File: src/rtl/packet_builder_pkg.sv
// Shared flit layout for the packet builder: field positions and widths,
// the packed flit struct and a small sizing helper.
package packet_builder_pkg;

  localparam int COORD_W     = 3;
  localparam int ADDR_W      = 3 * COORD_W;

  localparam int PAYLOAD_POS = 0;
  localparam int PAYLOAD_W   = 32;
  localparam int OP_POS      = 32;
  localparam int OP_W        = 4;
  localparam int ALG_POS     = 36;
  localparam int ALG_W       = 2;
  localparam int TAG_POS     = 38;
  localparam int TAG_W       = 8;
  localparam int CTX_POS     = 46;
  localparam int CTX_W       = 8;
  localparam int SRC_POS     = 54;
  localparam int DST_POS     = 63;
  localparam int VALID_POS   = 72;
  localparam int FLIT_WIDTH  = 73;

  // Field order matches the wire layout, MSB first.
  typedef struct packed {
    logic                 valid;
    logic [ADDR_W-1:0]    dst;
    logic [ADDR_W-1:0]    src;
    logic [CTX_W-1:0]     ctx;
    logic [TAG_W-1:0]     tag;
    logic [ALG_W-1:0]     alg;
    logic [OP_W-1:0]      op;
    logic [PAYLOAD_W-1:0] payload;
  } flit_t;

  // Occupancy counter width: must represent 0..depth inclusive.
  function automatic int cnt_width(input int depth);
    return $clog2(depth) + 1;
  endfunction

endpackage

File: src/rtl/packet_builder_if.sv
// Local-source request bus plus router-injection output of the packet builder.
// The builder uses the slave modport; the sources/sink side uses master.
interface packet_builder_if #(
  parameter int NUM_CH     = 2,
  parameter int FIFO_DEPTH = 4
);
  import packet_builder_pkg::*;

  localparam int CNT_W = cnt_width(FIFO_DEPTH);

  logic [NUM_CH-1:0]           in_valid;
  logic [NUM_CH-1:0]           in_ready;
  logic [NUM_CH*PAYLOAD_W-1:0] in_payload;
  logic [NUM_CH*OP_W-1:0]      in_op;
  logic [NUM_CH*ALG_W-1:0]     in_algtype;
  logic [NUM_CH*TAG_W-1:0]     in_tag;
  logic [NUM_CH*CTX_W-1:0]     in_context_id;
  logic [NUM_CH*ADDR_W-1:0]    in_dst;

  logic [FLIT_WIDTH-1:0]       out_flit;
  logic                        out_valid;
  logic                        out_ready;
  logic [CNT_W-1:0]            fifo_count;

  modport master (
    output in_valid, in_payload, in_op, in_algtype, in_tag, in_context_id, in_dst,
    output out_ready,
    input  in_ready, out_flit, out_valid, fifo_count
  );

  modport slave (
    input  in_valid, in_payload, in_op, in_algtype, in_tag, in_context_id, in_dst,
    input  out_ready,
    output in_ready, out_flit, out_valid, fifo_count
  );

endinterface

File: src/rtl/packet_builder_rr_arbiter.sv
// Round-robin arbiter: one-hot grant among requesters, searching upward from
// the channel after the last one granted. The pointer moves only on advance,
// so an un-accepted grant keeps its priority.
module packet_builder_rr_arbiter #(
  parameter int NUM_CH = 2
) (
  input  logic              clk,
  input  logic              rst,
  input  logic [NUM_CH-1:0] req,
  input  logic              advance,
  output logic [NUM_CH-1:0] grant
);

  localparam int PTR_W = (NUM_CH > 1) ? $clog2(NUM_CH) : 1;

  logic [PTR_W-1:0]  last_q, last_d;
  logic [NUM_CH-1:0] hi_mask;
  logic [NUM_CH-1:0] req_hi;

  // Channels strictly above the last grant get first pick this round.
  for (genvar gi = 0; gi < NUM_CH; gi++) begin : g_mask
    assign hi_mask[gi] = (PTR_W'(gi) > last_q);
  end

  assign req_hi = req & hi_mask;

  // Lowest set bit of the upper half, else wrap around to the lowest overall.
  always_comb begin
    grant = '0;
    if (|req_hi) begin
      grant = req_hi & (~req_hi + NUM_CH'(1));
    end else begin
      grant = req & (~req + NUM_CH'(1));
    end
  end

  // Remember the channel just served so it drops to lowest priority.
  always_comb begin
    last_d = last_q;
    if (advance) begin
      for (int i = 0; i < NUM_CH; i++) begin
        if (grant[i]) last_d = PTR_W'(i);
      end
    end
  end

  // Reset to the top channel so channel 0 is searched first.
  always_ff @(posedge clk) begin
    if (rst) last_q <= PTR_W'(NUM_CH - 1);
    else     last_q <= last_d;
  end

endmodule

File: src/rtl/packet_builder.sv
// Multi-channel packet builder: round-robin over local sources, stamps this
// node's coordinates, packs a 73-bit flit and queues it in a small FIFO
// toward the router injection port.
// Build option: PACKET_BUILDER_AUTO_TAG_EN replaces in_tag with a per-channel
// 8-bit counter that advances on every accept of that channel.
module packet_builder
  import packet_builder_pkg::*;
#(
  parameter int NUM_CH     = 2,
  parameter int FIFO_DEPTH = 4,
  parameter int RANK_X     = 0,
  parameter int RANK_Y     = 0,
  parameter int RANK_Z     = 0
) (
  input  logic             clk,
  input  logic             rst,
  packet_builder_if.slave  bus
);

  localparam int AW    = $clog2(FIFO_DEPTH);
  localparam int CNT_W = cnt_width(FIFO_DEPTH);

  localparam logic [COORD_W-1:0] SRC_X = COORD_W'(RANK_X);
  localparam logic [COORD_W-1:0] SRC_Y = COORD_W'(RANK_Y);
  localparam logic [COORD_W-1:0] SRC_Z = COORD_W'(RANK_Z);

  logic [NUM_CH-1:0]       grant;
  logic [NUM_CH-1:0]       in_ready;
  logic [NUM_CH-1:0]       accept;
  logic                    push;
  logic                    pop;
  logic                    full;
  logic                    empty;
  logic [NUM_CH*TAG_W-1:0] tag_vec;

  logic [PAYLOAD_W-1:0]    sel_payload;
  logic [OP_W-1:0]         sel_op;
  logic [ALG_W-1:0]        sel_alg;
  logic [TAG_W-1:0]        sel_tag;
  logic [CTX_W-1:0]        sel_ctx;
  logic [ADDR_W-1:0]       sel_dst;
  flit_t                   flit_d;

  logic [FLIT_WIDTH-1:0]   mem [FIFO_DEPTH];
  logic [AW-1:0]           wr_ptr_q, wr_ptr_d;
  logic [AW-1:0]           rd_ptr_q, rd_ptr_d;
  logic [CNT_W-1:0]        count_q, count_d;

  packet_builder_rr_arbiter #(
    .NUM_CH (NUM_CH)
  ) u_arb (
    .clk     (clk),
    .rst     (rst),
    .req     (bus.in_valid),
    .advance (push),
    .grant   (grant)
  );

  assign full  = (count_q == CNT_W'(FIFO_DEPTH));
  assign empty = (count_q == '0);

  // A full FIFO blocks every source even if the head leaves this cycle, which
  // keeps in_ready free of any dependence on out_ready.
  assign in_ready     = grant & {NUM_CH{~full & ~rst}};
  assign accept       = bus.in_valid & in_ready;
  assign push         = |accept;
  assign pop          = ~empty & bus.out_ready & ~rst;
  assign bus.in_ready = in_ready;

`ifdef PACKET_BUILDER_AUTO_TAG_EN
  // Per-channel sequence counters; in_tag is not used in this build.
  for (genvar gi = 0; gi < NUM_CH; gi++) begin : g_tag
    logic [TAG_W-1:0] cnt_q, cnt_d;

    // Bump on each accept of this channel, wrapping naturally at 255.
    always_comb begin
      cnt_d = cnt_q;
      if (accept[gi]) cnt_d = cnt_q + TAG_W'(1);
    end

    // Counter register.
    always_ff @(posedge clk) begin
      if (rst) cnt_q <= '0;
      else     cnt_q <= cnt_d;
    end

    assign tag_vec[TAG_W*gi +: TAG_W] = cnt_q;
  end
`else
  assign tag_vec = bus.in_tag;
`endif

  // Select the granted channel's fields (grant is one-hot or zero).
  always_comb begin
    sel_payload = '0;
    sel_op      = '0;
    sel_alg     = '0;
    sel_tag     = '0;
    sel_ctx     = '0;
    sel_dst     = '0;
    for (int i = 0; i < NUM_CH; i++) begin
      if (grant[i]) begin
        sel_payload = bus.in_payload[PAYLOAD_W*i +: PAYLOAD_W];
        sel_op      = bus.in_op[OP_W*i +: OP_W];
        sel_alg     = bus.in_algtype[ALG_W*i +: ALG_W];
        sel_tag     = tag_vec[TAG_W*i +: TAG_W];
        sel_ctx     = bus.in_context_id[CTX_W*i +: CTX_W];
        sel_dst     = bus.in_dst[ADDR_W*i +: ADDR_W];
      end
    end
  end

  // Pack the flit; source is always this node, valid bit always set.
  always_comb begin
    flit_d         = '0;
    flit_d.valid   = 1'b1;
    flit_d.dst     = sel_dst;
    flit_d.src     = {SRC_Z, SRC_Y, SRC_X};
    flit_d.ctx     = sel_ctx;
    flit_d.tag     = sel_tag;
    flit_d.alg     = sel_alg;
    flit_d.op      = sel_op;
    flit_d.payload = sel_payload;
  end

  // FIFO storage write; contents need no reset since count gates visibility.
  always_ff @(posedge clk) begin
    if (push) mem[wr_ptr_q] <= flit_d;
  end

  // Pointer and occupancy update; pointers wrap as the depth is a power of two.
  always_comb begin
    wr_ptr_d = wr_ptr_q;
    rd_ptr_d = rd_ptr_q;
    count_d  = count_q;
    if (push) wr_ptr_d = wr_ptr_q + AW'(1);
    if (pop)  rd_ptr_d = rd_ptr_q + AW'(1);
    if (push && !pop)      count_d = count_q + CNT_W'(1);
    else if (pop && !push) count_d = count_q - CNT_W'(1);
  end

  // FIFO control registers.
  always_ff @(posedge clk) begin
    if (rst) begin
      wr_ptr_q <= '0;
      rd_ptr_q <= '0;
      count_q  <= '0;
    end else begin
      wr_ptr_q <= wr_ptr_d;
      rd_ptr_q <= rd_ptr_d;
      count_q  <= count_d;
    end
  end

  // Head flit is presented straight from storage; zero whenever not valid.
  assign bus.out_valid  = ~empty & ~rst;
  assign bus.out_flit   = (empty || rst) ? '0 : mem[rd_ptr_q];
  assign bus.fifo_count = rst ? '0 : count_q;

endmodule

File: src/flat_wrapper.sv
// flat-port wrapper written by rule: the top's interface ports become plain ports
module packet_builder_flat import packet_builder_pkg::*;
#(
  parameter int NUM_CH     = 2,
  parameter int FIFO_DEPTH = 4,
  parameter int RANK_X     = 0,
  parameter int RANK_Y     = 0,
  parameter int RANK_Z     = 0
)
  (clk, rst, bus_in_valid, bus_in_payload, bus_in_op, bus_in_algtype, bus_in_tag, bus_in_context_id, bus_in_dst, bus_out_ready, bus_in_ready, bus_out_flit, bus_out_valid, bus_fifo_count);
  packet_builder_if #(.NUM_CH(NUM_CH), .FIFO_DEPTH(FIFO_DEPTH)) bus_i ();
  input  logic clk;
  input  logic rst;
  input wire logic [$bits(bus_i.in_valid)-1:0] bus_in_valid;
  input wire logic [$bits(bus_i.in_payload)-1:0] bus_in_payload;
  input wire logic [$bits(bus_i.in_op)-1:0] bus_in_op;
  input wire logic [$bits(bus_i.in_algtype)-1:0] bus_in_algtype;
  input wire logic [$bits(bus_i.in_tag)-1:0] bus_in_tag;
  input wire logic [$bits(bus_i.in_context_id)-1:0] bus_in_context_id;
  input wire logic [$bits(bus_i.in_dst)-1:0] bus_in_dst;
  input wire logic [$bits(bus_i.out_ready)-1:0] bus_out_ready;
  output wire logic [$bits(bus_i.in_ready)-1:0] bus_in_ready;
  output wire logic [$bits(bus_i.out_flit)-1:0] bus_out_flit;
  output wire logic [$bits(bus_i.out_valid)-1:0] bus_out_valid;
  output wire logic [$bits(bus_i.fifo_count)-1:0] bus_fifo_count;
  assign bus_i.in_valid = bus_in_valid;
  assign bus_i.in_payload = bus_in_payload;
  assign bus_i.in_op = bus_in_op;
  assign bus_i.in_algtype = bus_in_algtype;
  assign bus_i.in_tag = bus_in_tag;
  assign bus_i.in_context_id = bus_in_context_id;
  assign bus_i.in_dst = bus_in_dst;
  assign bus_i.out_ready = bus_out_ready;
  assign bus_in_ready = bus_i.in_ready;
  assign bus_out_flit = bus_i.out_flit;
  assign bus_out_valid = bus_i.out_valid;
  assign bus_fifo_count = bus_i.fifo_count;
  packet_builder #(.NUM_CH(NUM_CH), .FIFO_DEPTH(FIFO_DEPTH), .RANK_X(RANK_X), .RANK_Y(RANK_Y), .RANK_Z(RANK_Z)) u_core (.clk(clk), .rst(rst), .bus(bus_i));
endmodule
File: config.mk
export PLATFORM = sky130hd
export DESIGN_NAME = packet_builder_flat
export DESIGN_NICKNAME = d
export VERILOG_FILES = /design/src/rtl/packet_builder_pkg.sv /design/src/rtl/packet_builder_if.sv /design/src/rtl/packet_builder_rr_arbiter.sv /design/src/rtl/packet_builder.sv /design/src/flat_wrapper.sv
export SDC_FILE = /design/constraint.sdc
export NUM_CORES = 1
export LEC_CHECK = 0
export CAP_MARGIN = 25
export CORE_MARGIN = 2
export CORE_UTILIZATION = 52
export CTS_CLUSTER_SIZE = 28
export DETAILED_ROUTE_END_ITERATION = 12
export GPL_TIMING_DRIVEN = 0
export HOLD_SLACK_MARGIN = 0.1
export PLACE_DENSITY = 0.81
export SLEW_MARGIN = 20
export SYNTH_ARGS = -nofsm -noshare
export SYNTH_HDL_FRONTEND = slang
export SYNTH_SLANG_ARGS = --single-unit
export TNS_END_PERCENT = 50
File: constraint.sdc
create_clock -name clk -period 3.8 [get_ports clk]
set_input_delay 0.76 -clock clk [delete_from_list [all_inputs] [get_ports clk]]
set_output_delay 0.76 -clock clk [all_outputs]
set_load 0.05 [all_outputs]
# Word level (Yosys, flattened, before mapping)
# Memory sizes are Yosys's and may differ from the RTL's. A register that Yosys moved wholly into a read port is not among the register bits.
# Index checks and enable logic that the tools add are counted.
[op_classes]
addsub = 6
order_cmp = 2
n_eq_ne = 1
n_mux = 23
bitwise_logic = 14
reduce_logical = 11
[op_table]
columns = ["operator", "count"]
rows = [
  ["73-bit 2-to-1 mux", 1],
  ["32-bit 2-to-1 mux", 2],
  ["8-bit 2-to-1 mux", 4],
  ["9-bit 2-to-1 mux", 2],
  ["2-bit bitwise AND", 5],
  ["2-bit 2-to-1 mux", 5],
  ["3-bit 2-to-1 mux", 3],
  ["2-bit by 1-bit adder with 2-bit output (second input constant)", 4],
  ["4-bit 2-to-1 mux", 2],
  ["1-bit bitwise AND", 4],
  ["1-bit 2-to-1 mux", 4],
  ["2-bit inverter", 2],
  ["2-bit nonzero test", 2],
  ["2-bit OR reduction", 2],
  ["3-bit by 1-bit adder with 3-bit output (second input constant)", 1],
  ["3-bit equality test (second input constant)", 1],
  ["3-bit zero test", 1],
  ["1-bit inverter", 3],
  ["3-bit by 1-bit subtractor with 3-bit output (second input constant)", 1],
  ["1-bit greater-than comparator (first input constant)", 2],
  ["1-bit logical AND", 2],
  ["1-bit zero test", 2],
  ["2-bit AND reduction", 1],
  ["1-bit logical OR", 1],
]
[word_totals]
register_bits = 8
ramBits = 252
in_bits = 131
out_inout_bits = 79
elab_cells = 62
memories = 1
[mem_list]
columns = ["name", "depth", "width", "rd", "rd_clocked_by_memory_dff", "write_ports", "line_no", "text"]
rows = [
  ["u_core.mem", 4, 63, 1, 1, 1, "packet_builder.sv:44", "logic [FLIT_WIDTH-1:0] mem [FIFO_DEPTH];"],
]

# Longest topological paths before layout
[logic_depth]
depth_word = 13
depth_mapped = 8
mapped_depth_nobuf = 8

# Hierarchy
# Synthesis repeated with hierarchy kept, for this count alone.
[hier_totals]
cells_unflattened = 555
hier_area_um2 = 10790.3
[modules_own_cells]
columns = ["mod", "n_inst", "cells_per_inst", "area_per_inst_um2", "seq_area_each_um2"]
rows = [
  ["packet_builder", 1, 548, 10729.0, 7747.4],
  ["packet_builder_rr_arbiter", 1, 7, 61.3, 20.0],
]

# Worst setup path before layout
# No wires, ideal clock.
[synth_path]
path_kind = "in2reg"
from = "input port rst"
to = "memory u_core.mem[0][0] (netlist bit) (enable)"
setup_time_ps = 428
arrival_time_ps = 2762
required_ps = 3372
slack_ps = 610
stages = 3
path_buffers = 1
path_cell_list = "clkbuf_1 o21ba_2 and3_1"
[synth_via]
elab_chain_cells = 7
[synth_lines]
columns = ["item", "line_no", "text"]
rows = [
  ["from (decl)", "flat_wrapper.sv:13", "input logic rst;"],
  ["1-bit inverter", "packet_builder.sv:64", "assign in_ready = grant & {NUM_CH{~full & ~rst}};"],
  ["1-bit bitwise AND", "packet_builder.sv:64", ""],
  ["2-bit bitwise AND", "packet_builder.sv:64", ""],
  ["2-bit bitwise AND", "packet_builder.sv:65", "assign accept = bus.in_valid & in_ready;"],
  ["2-bit OR reduction", "packet_builder.sv:66", "assign push = |accept;"],
  ["1-bit 2-to-1 mux", "packet_builder.sv:128", "if (push) mem[wr_ptr_q] <= flit_d;"],
  ["1-bit 2-to-1 mux (not written as such)", "packet_builder.sv:128", ""],
  ["to (decl)", "packet_builder.sv:44", ""],
]
# No other way between the ends.

# Worst setup path after layout
[layout_path]
from = "input port rst"
to = "output port bus_out_flit[69]"
[layout_via]
elab_chain_cells = 2
[layout_lines]
columns = ["item", "line_no", "text"]
rows = [
  ["1-bit logical OR", "packet_builder.sv:157", "assign bus.out_flit = (empty || rst) ? '0 : mem[rd_ptr_q];"],
  ["73-bit 2-to-1 mux", "packet_builder.sv:157", ""],
  ["to (decl)", "flat_wrapper.sv:23", "output wire logic [$bits(bus_i.out_flit)-1:0] bus_out_flit;"],
]
# No other way between the ends.

==> results.yml <==
status:
  outcome: "finished, final reports clean"
yosys:
  synth_xor_area_share_pct: 0.161
  synth_top_area_share_pct: 69.7
  syn_avg_cell_area_sq_um: 19.7
  ys_ff_latch: 262
  synth_commonest_cells: "252 x edfxtp_1, 64 x and2_1, 63 x a22o_1, 60 x mux4_2, 20 x buf_2"
  ys_types: 36
  synthAdderAreaFrac_pct: 0.760
  synthMuxAreaShare_pct: 13.3
  synth_compound_area_share_pct: 5.82
  ys_warn_count: 0
  synth_cells: 552
  synthTopCellsByArea: "edfxtp_1 70%, mux4_2 12%, a22o_1 5.1%, and2_1 3.7%, dfxtp_1 1.8%"
  synth_top_area_cell: "edfxtp_1"
  netlist_area_sq_mm: 0.0109
  synth_top_family_by_area: "multiplexers"
  seq_area_frac_synth_pct: 71.5
  synth_edf_count: 252
  async_flop_share_pct: 0
  yosysMostFrequentCell: "edfxtp_1"
  ys.flop_type: "edfxtp_1"
  yosys.area_share.simple_pct: 5.13
layout:
  fin_util_pct: 69.4
  nets: 929
  stdcell_count: 1078
  area_growth_pct: 30.2
  seqCellArea_sq_mm: 0.00777
  postLayoutCellArea_sq_mm: 0.0141
  drive_gt1_share_pct: 18.2
  fillers: 1286
  multi_input_area_sq_mm: 0.00279
  antenna_cells: 0
routing:
  route.antenna.remaining_nets: 0
  wl_um: 23200
  routedWlPerCell_um: 21.5
  dr.pass1.iters: 5
  dr.first_iter.drc_count: 462
  route.detailed.drc: 0
  dr_total_vias: 6109
  avgViaCountPerCell: 5.67
clocking:
  clkTransAtPathRegs_ps: 60
  h-tree-depth: 1
  cts.path.max_buffers: 3
  root_buffer: "clkbuf_16"
  tritoncts: "built"
  clock_latency_ps: 520
  post_cts.repair.setup_buffers: 0
  cts_hold_buf: 0
  numCtsBuffers: 26
  cts_sinks: 262
critical_path:
  startpoint_type: "primary input"
  critPathMostFrequentCell: "clkdlybuf4s50_1"
  arrival_ps: 2940
  timing_worst_setup_path_type: "primary input to output port"
  r2r_cells: 8
  crit_chain: "clkdlybuf4s50_1 -> nor2_4 -> clkbuf_2 -> and2_1 -> clkdlybuf4s50_1"
  required_ps: 3040
  max_stage_delay_ps: 810
  crit_slowest_cell: "clkdlybuf4s50_1"
  worstPathMaxFanout: 11
  worst-r2r-setup-slack_ps: 1300
  crit_path_end_kind: "output port"
worst_hold_path:
  whs_path_depth: 1
  hold_class: "register to register"
global_route:
  grt_start_max_net_pins: 38
  grt_pass1_vias: 6520
  grt_use_total_pct: 20.9
  grt_overflow_total: 0
  antenna_found_initial: 1
  grt_pass1_wl_um: 34900
sta:
  fmax_ghz: 0.270
  max_slew_margin_pct: 57.8
  holdWs_ps: 495
  setup_violations: 0
  finalSetupTns_ps: 0
  skew_ps: 8.26
  hold_viol_final: 0
  rsz0062_at_grt: "yes"
  worst_pin_slew_ps: 633
  fin_crit_ps: 3700
  fin_ws_ps: 100
  slew_viol_final: 0
  period_share_pct: 97.4
placement:
  dp_hpwl_um: 15400
  gp_congestion: 0.798
  io_buffers: 200
  placed_cell_area_sq_mm: 0.0133
  dpl_worst_slack_ps: -286
  dp.cells: 1034
floorplanning:
  initial_core_util_pct: 53.3
  row_count: 52
  die_h_um: 149
  die-width_um: 149
  die_area_sq_mm: 0.0221
  num_io_pins: 210
  coreArea_sq_mm: 0.0204
power:
  power.total_mw: 9.22
  clkPwrFrac_pct: 26.3
  p_sw_mw: 2.84
  p_seq_share_pct: 41.1
  swShare_pct: 30.8
  power.density_mw_per_mm2: 652
  p_leak_nw: 5.15
  p_comb_share_pct: 32.6
  p_int_mw: 6.38
  ir_drop_uv: 387
flow_run:
  cap_violations: 0
power by group through the flow:
stage	Clock [mW]	Sequential [mW]	Combinational, mW
6_report	2.42	3.79	3.00
5_1_grt	2.57	3.82	3.19
4_1_cts	2.46	3.79	3.05
3_5_place_dp	0	3.85	3.11
3_3_place_gp	0	3.85	2.99
2_1_floorplan	0	3.82	2.15
final timing paths:
path	end	startpoint
setup reg to reg	u_core.count_q[2]$_SDFFE_PP0P_	u_core.count_q[0]$_SDFFE_PP0P_
hold / removal	u_core.u_arb.last_q$_SDFFE_PP1P_	u_core.u_arb.last_q$_SDFFE_PP1P_
setup / recovery	bus_out_flit[69]	rst
hold reg to reg	u_core.u_arb.last_q$_SDFFE_PP1P_	u_core.u_arb.last_q$_SDFFE_PP1P_
critical path, delay by kind of cell:
kind                   cells  cell delay (ps)
AND/OR/NAND/NOR            2              530
buffers and inverters      3             1660
layout by cell type (no fill, tap or decap), types with 9 or more instances in the layout:
cell / synthesis / routed
clkbuf_16: 0 / 27
edfxtp_1: 252 / 252
clkbuf_1: 9 / 9
dfxtp_1: 10 / 10
and2_1: 64 / 64
mux4_2: 60 / 60
clkdlybuf4s50_1: 0 / 154
buf_2: 20 / 20
a22o_1: 63 / 63
conb_1: 1 / 9
buf_4: 10 / 10
dlygate4sd2_1: 0 / 33
buf_12: 6 / 10
dlymetal6s2s_1: 0 / 13
sequential cells by signal, indices dropped and copies added (netlist names), named ones only:
register and cells:
u_core.mem 252, u_core.u_arb.last_q 1, u_core.count_q 3, u_core.wr_ptr_q 2, u_core.rd_ptr_q 2
metal layers:
| layer | routed length [um] | GRT usage (%) |
|---|---|---|
| met1 | 8930 | 25.9 |
| met5 | 0 | 0 |
| met4 | 486 | 6.48 |
| met2 | 12300 | 38.0 |
| met3 | 1450 | 3.19 |
what timing repair did:
item	4_1_cts	5_1_grt
pin swaps	0	0
gates resized for setup	35	18
setup endpoints to repair	62	22
logic make-up (layout without fill, tap and decap cells):
kind of cell             count (synthesis)  after routing
adder cells (fa/ha/maj)                  6              6
XOR/XNOR                                 2              2
AO/OA/AOI/OAI                           75             75
multiplexers                            64             64
other                                    1              9
AND/OR/NAND/NOR                         91             91
buffers and inverters                   51            299
flip-flops                             262            262
cell type report:
type / instances / area share [%]
Sequential cell: 262 / 54.9
Multi-Input combinational cell: 247 / 19.7
Inverter: 5 / 0.133
Clock inverter: 13 / 0.841
Clock buffer: 31 / 4.88
Tap cell: 270 / 2.39
Buffer: 46 / 2.43
Timing Repair Buffer: 204 / 14.7
Note: power is estimated with default switching activity, not from simulation.
